===== config.mk =====
export PLATFORM = sky130hd
export DESIGN_NAME = pdm_mic_decimator
export DESIGN_NICKNAME = d
export VERILOG_FILES = /design/src/rtl/pdm_mic_decimator.sv
export SDC_FILE = /design/constraint.sdc
export NUM_CORES = 1
export LEC_CHECK = 0
export CAP_MARGIN = 10
export CORE_UTILIZATION = 62
export DETAILED_ROUTE_END_ITERATION = 10
export PLACE_DENSITY_LB_ADDON = 0.1
export SLEW_MARGIN = 30
export SYNTH_ARGS = -nofsm -noshare
export SYNTH_HDL_FRONTEND = slang
export SYNTH_SLANG_ARGS = --single-unit

===== constraint.sdc =====
create_clock -name clk_in -period 5.8 [get_ports clk_in]
set_input_delay 1.16 -clock clk_in [delete_from_list [all_inputs] [get_ports clk_in]]
set_output_delay 1.16 -clock clk_in [all_outputs]
set_load 0.01 [all_outputs]

===== src/rtl/pdm_mic_decimator.sv =====
// ============================================================================
// Module   : pdm_mic_decimator (with helper pdm_cic2)
// Purpose  : Generates the PDM microphone clock and samples the 1-bit PDM
//            stream. It decimates the stream with an order-2 CIC filter and
//            emits 8-bit unsigned PCM samples, each with a one-cycle valid
//            strobe.
// Ports    : clk_in       system clock
//            rst_in       synchronous reset, active-low
//            en_in        capture enable
//            m_data_in    PDM data from mic (asynchronous, synchronized here)
//            m_clk_out    mic clock
//            sample_out   decimated PCM sample (left / mono)
//            valid_out    one-cycle strobe, sample_out valid
//            sample_r_out right-channel sample     (PDM_STEREO_EN only)
//            valid_r_out  right-channel strobe     (PDM_STEREO_EN only)
// Options  : define PDM_STEREO_EN to add the falling-edge right channel.
// Revision : 1.0 - initial release
// ============================================================================
`default_nettype none

// Order-2 CIC with frame counter and output mapping. One instance per channel.
module pdm_cic2 #(
  parameter int DECIM = 64
) (
  input  logic       clk_in,
  input  logic       rst_in,   // synchronous, active-low
  input  logic       clear,    // synchronous filter clear (idle / disable)
  input  logic       step,     // PDM sample strobe
  input  logic       bit_in,   // synchronized PDM bit
  output logic       done,     // this strobe completes a frame
  output logic [7:0] pcm       // mapped output for the completing frame
);
  localparam int L     = $clog2(DECIM);
  localparam int W     = 2 * L + 1;
  localparam int SHIFT = 2 * L - 8;

  logic [L-1:0] frame_cnt;
  logic [W-1:0] i1, i2, d1, d2;
  logic [W-1:0] i1_nx, i2_nx, c1, y, ysat;

  always_comb begin
    i1_nx = i1 + W'(bit_in);
    i2_nx = i2 + i1_nx;
    c1    = i2_nx - d1;
    y     = c1 - d2;
    // y never exceeds DECIM^2, so the top bit alone marks the one value
    // that needs clamping to DECIM^2-1.
    ysat  = y[W-1] ? {1'b0, {(W-1){1'b1}}} : y;
    pcm   = 8'(ysat >> SHIFT);
    done  = step && (frame_cnt == L'(DECIM - 1));
  end

  always_ff @(posedge clk_in) begin
    if (!rst_in || clear) begin
      frame_cnt <= '0;
      i1        <= '0;
      i2        <= '0;
      d1        <= '0;
      d2        <= '0;
    end else if (step) begin
      i1        <= i1_nx;
      i2        <= i2_nx;
      frame_cnt <= frame_cnt + L'(1);
      if (done) begin
        d1 <= i2_nx;
        d2 <= c1;
      end
    end
  end
endmodule

module pdm_mic_decimator #(
  parameter int CLK_DIV       = 40,
  parameter int DECIM         = 64,
  parameter int SETTLE_FRAMES = 2
) (
  input  logic       clk_in,
  input  logic       rst_in,
  input  logic       en_in,
  input  logic       m_data_in,
  output logic       m_clk_out,
  output logic [7:0] sample_out,
`ifdef PDM_STEREO_EN
  output logic [7:0] sample_r_out,
  output logic       valid_r_out,
`endif
  output logic       valid_out
);
  localparam int DW   = $clog2(CLK_DIV);
  localparam int HALF = CLK_DIV / 2;
  localparam int SW   = $clog2(SETTLE_FRAMES + 2);

  typedef enum logic [1:0] {
    IDLE   = 2'd0,
    SETTLE = 2'd1,
    RUN    = 2'd2
  } state_t;

  state_t         state;
  logic           sync1, sync2;
  logic [DW-1:0]  div_cnt;
  logic [SW-1:0]  settle_cnt;
  logic           active, clear, rise_stb, fall_stb, done_l;
  logic [7:0]     pcm_l;

  always_comb begin
    active   = (state != IDLE) && en_in;
    // Dropping en_in clears the filter in the same edge the FSM returns to
    // IDLE, so a partial frame can never complete.
    clear    = !active;
    rise_stb = active && (div_cnt == DW'(HALF - 1));
    fall_stb = active && (div_cnt == DW'(CLK_DIV - 1));
  end

  pdm_cic2 #(.DECIM(DECIM)) u_cic_l (
    .clk_in (clk_in),
    .rst_in (rst_in),
    .clear  (clear),
    .step   (rise_stb),
    .bit_in (sync2),
    .done   (done_l),
    .pcm    (pcm_l)
  );

`ifdef PDM_STEREO_EN
  logic       done_r, left_seen;
  logic [7:0] pcm_r;

  pdm_cic2 #(.DECIM(DECIM)) u_cic_r (
    .clk_in (clk_in),
    .rst_in (rst_in),
    .clear  (clear),
    .step   (fall_stb),
    .bit_in (sync2),
    .done   (done_r),
    .pcm    (pcm_r)
  );
`endif

  always_ff @(posedge clk_in) begin
    if (!rst_in) begin
      state      <= IDLE;
      sync1      <= 1'b0;
      sync2      <= 1'b0;
      div_cnt    <= '0;
      settle_cnt <= '0;
      m_clk_out  <= 1'b0;
      sample_out <= 8'd0;
      valid_out  <= 1'b0;
`ifdef PDM_STEREO_EN
      sample_r_out <= 8'd0;
      valid_r_out  <= 1'b0;
      left_seen    <= 1'b0;
`endif
    end else begin
      sync1     <= m_data_in;
      sync2     <= sync1;
      valid_out <= 1'b0;
`ifdef PDM_STEREO_EN
      valid_r_out <= 1'b0;
`endif
      if (!active) begin
        m_clk_out  <= 1'b0;
        div_cnt    <= '0;
        settle_cnt <= '0;
`ifdef PDM_STEREO_EN
        left_seen  <= 1'b0;
`endif
        if (state == IDLE) begin
          if (en_in) state <= (SETTLE_FRAMES == 0) ? RUN : SETTLE;
        end else begin
          state <= IDLE;
        end
      end else begin
        div_cnt <= (div_cnt == DW'(CLK_DIV - 1)) ? '0 : div_cnt + DW'(1);
        if (rise_stb) m_clk_out <= 1'b1;
        if (fall_stb) m_clk_out <= 1'b0;

        if (done_l) begin
          if (state == RUN) begin
            sample_out <= pcm_l;
            valid_out  <= 1'b1;
`ifdef PDM_STEREO_EN
            left_seen  <= 1'b1;
`endif
          end else if (settle_cnt == SW'(SETTLE_FRAMES - 1)) begin
            state <= RUN;
          end else begin
            settle_cnt <= settle_cnt + SW'(1);
          end
        end

`ifdef PDM_STEREO_EN
        // Right frames trail left frames by half a mic clock; waiting for
        // the first emitted left frame keeps the two outputs paired.
        if (done_r && state == RUN && left_seen) begin
          sample_r_out <= pcm_r;
          valid_r_out  <= 1'b1;
        end
`endif
      end
    end
  end
endmodule

`default_nettype wire

==> results of run 1 <==
critical path, stage by stage, from the launching register on:
cell and delay [ps]:
dfxtp_1 360, ha_1 220, nand3_1 160, nor2_1 220, and3_1 240, and3_1 260
xor2_1 180, ha_1 320, a21oi_2 190, nand2_1 80, o31ai_2 340, xnor2_1 220
ha_1 300, or2_2 310, o31ai_1 70, a31oi_1 110, xor2_1 190, ha_1 380
nand3_1 150, o2111ai_4 260, xor2_4 270, a31oi_1 120
power breakdown:
| part | leakage, nW | total [mW] | switching, mW | internal [mW] |
|---|---|---|---|---|
| Sequential | 0.645 | 0.551 | 0.000871 | 0.550 |
| Clock | 0.117 | 0.495 | 0.199 | 0.296 |
| Combinational | 1.28 | 0.0111 | 0.00724 | 0.00385 |
final cells by class:
class,instances,area [um^2]
multi-input cells,428,2970
fillers,605,2140
flip-flops and latches,80,1600
inverters,41,154
clock buffers,12,145
repair buffers,15,145
well taps,99,124
clock inverters,3,90.1
cell usage after synthesis, types with 3 or more instances:
cell type	number	share of area
a21o_1	8	0.013
a21oi_1	36	0.038
a31oi_1	10	0.013
and2_1	5	0.0065
and3_1	7	0.0091
clkbuf_1	17	0.013
dfxtp_1	80	0.33
ha_1	44	0.11
inv_1	41	0.032
mux2i_1	15	0.031
nand2_1	72	0.056
nand3_1	16	0.017
nand4_1	8	0.010
nor2_1	66	0.052
nor2b_1	5	0.0065
nor3_1	8	0.0084
o211ai_1	3	0.0047
o21ai_0	18	0.019
o21ai_1	3	0.0031
o31ai_1	4	0.0063
xnor2_1	29	0.053
xor2_1	29	0.053
cells in the final DEF (no fill, tap or decap), types with 7 or more instances in the layout:
cell,synthesis,final
a21oi_1,36,36
ha_1,44,44
inv_1,41,41
a21o_1,8,8
nand3_1,16,16
clkbuf_8,0,10
nor2_1,66,66
nor3_1,8,8
clkdlybuf4s50_1,0,13
xnor2_1,29,29
o21ai_0,18,18
nand4_1,8,8
and3_1,7,7
nand2_1,72,72
mux2i_1,15,15
dfxtp_1,80,80
xor2_1,29,29
a31oi_1,10,10
routing by layer:
layer  track usage  part of all wire  vias to the layer above
met3        0.0431             0.033                       13
met4         0.113             0.018                        0
li1              -                 -                     1934
met5             0                 0                        -
met1         0.291              0.45                     1791
met2         0.437              0.50                       47
worst paths after layout:
path / endpoint / cells after the start / slack (ps)
min reg2reg: div_cnt[0] / 1 / 440
max reg2reg: sample_out[5] / 21 / 690
max: sample_out[5] / 21 / 690
min: div_cnt[0] / 1 / 440
flip-flops by register name, indices dropped and copies added, names as in the netlist:
register / flops
u_cic_l.i2: 13
valid_out: 1
u_cic_l.d1: 13
sync1: 1
sync2: 1
settle_cnt: 2
state: 2
u_cic_l.i1: 13
u_cic_l.d2: 13
sample_out: 8
u_cic_l.frame_cnt: 6
div_cnt: 6
m_clk_out: 1
through the flow:
stage | instance area [um^2] | utilization | total power [mW] | hold WS (ps) | instances
6_report | 5230 | 0.710 | 1.06 | 443 | 678
4_1_cts | 5230 | 0.710 | 1.07 | 447 | 678
5_1_grt | 5230 | 0.710 | 1.09 | 468 | 678
3_3_place_gp | 4990 | 0.678 | 0.574 | 422 | 663
2_1_floorplan | 4790 | - | 0.570 | 412 | 568
3_5_place_dp | 5000 | 0.678 | 0.575 | 435 | 663
cells by family after synthesis:
| logic type | after synthesis | share of synthesized area |
|---|---|---|
| flops | 80 | 0.334 |
| simple gates | 200 | 0.193 |
| fa+ha+maj | 46 | 0.123 |
| xor+xnor | 62 | 0.124 |
| mux | 15 | 0.0313 |
| compound gates | 105 | 0.147 |
| buf+inv | 60 | 0.0475 |
==> impl_metrics.env, run 1 <==
export IMPL_p_per_area_nw_per_um2=202
export IMPL_setup_viol=0
export IMPL_hold_class="flop to flop"
export IMPL_core_area_um2=7370
export IMPL_vdd_drop_max_mv=0.147
export IMPL_drc=0
export IMPL_cts_tree="built"
export IMPL_die_area_um2=8080
export IMPL_grt_overflow=0
export IMPL_num_rows=31
export IMPL_dp_hpwl_mm=6.69
export IMPL_synth_seq_cells=80
export IMPL_syn_inst=568
export IMPL_ys_async_sr_fraction=0
export IMPL_ys_warn_count=0
export IMPL_worstPathRequired_ps=6000
export IMPL_dr_total_vias=3785
export IMPL_synth_edf_count=0
export IMPL_maxCapViolations=0
export IMPL_fin_crit_sh=0.881
export IMPL_synth_nets=618
export IMPL_cp_end_kind="flop"
export IMPL_nets=625
export IMPL_die_x_um=89.9
export IMPL_dr_pass1_iters=4
export IMPL_max_freq_mhz=196
export IMPL_num_io_pins=14
export IMPL_drive_gt1_frac=0.0553
export IMPL_maxSlewViolCount=0
export IMPL_synthFlopType="dfxtp_1"
export IMPL_grt_pass1_vias=3794
export IMPL_antenna_found_initial=0
export IMPL_grt_first_pass_wirelength_mm=16.4
export IMPL_viasPerCell=5.58
export IMPL_crit_start="u_cic_l.i1[0]"
export IMPL_wl_per_cell_um=13.8
export IMPL_postCtsHoldBufs=0
export IMPL_cts_root_buf="clkbuf_8"
export IMPL_min_from="div_cnt[0]"
export IMPL_antenna_cells=0
export IMPL_cts_sinks=80
export IMPL_ant_nets=0
export IMPL_netlist_area_um2=4790
export IMPL_synth_cell_types=55
export IMPL_crit_fanout=8
export IMPL_start_kind="flop"
export IMPL_cts_max_path_buffers=2
export IMPL_cts_buffers_inserted=9
export IMPL_grt_total_usage=0.247
export IMPL_clk_pin_slew_worst_paths_ps=80
export IMPL_grt_max_degree=62
export IMPL_io_buffers=13
export IMPL_start_util=0.650
export IMPL_power_leakage_nw=2.04
export IMPL_status="finished clean"
export IMPL_area_growth_pct=9.22
export IMPL_preCtsSetupSlack_ps=729
export IMPL_syn_avg_cell_area_um2=8.43
export IMPL_ctsHtreeMaxLevel=3
export IMPL_rsz0062_at_grt="no"
export IMPL_setup_tns_ps=0
export IMPL_hold_viol_final=0
export IMPL_crit_type="flop to flop"
export IMPL_layout_min_cycle_time_ps=5110
export IMPL_gp_congestion=0.883
export IMPL_ctsResizeCount=0
export IMPL_die_y_um=89.9
export IMPL_timing_final_ws_setup_ps=689
export IMPL_clkLatencyLatePin_ps=350
export IMPL_drt_initial_drc_count=165
export IMPL_tightest_slew_ps=955
export IMPL_r2r_start="u_cic_l.i1[0]"
export IMPL_slew_headroom=0.363
export IMPL_cts_setup_buffers=0
export IMPL_wirelength_mm=9.36
export IMPL_crit_arrival_ps=5310
export IMPL_yosysSeqAreaShare=0.334
export IMPL_worst_clock_skew_ps=9.99
No activity file was read; power rests on OpenSTA's default activity.
==> run 2: changes to the inputs <==
Settings changed: HOLD_SLACK_MARGIN set to 0.12.
==> results of run 2 <==
The final DEF is identical to that of run 1; final timing and power are the same.
==> run 3: changes to the inputs <==
Settings changed: CAP_MARGIN 10 to unset, SLEW_MARGIN 30 to 20.
==> results of run 3 <==
The final DEF is identical to that of run 1; final timing and power are the same.
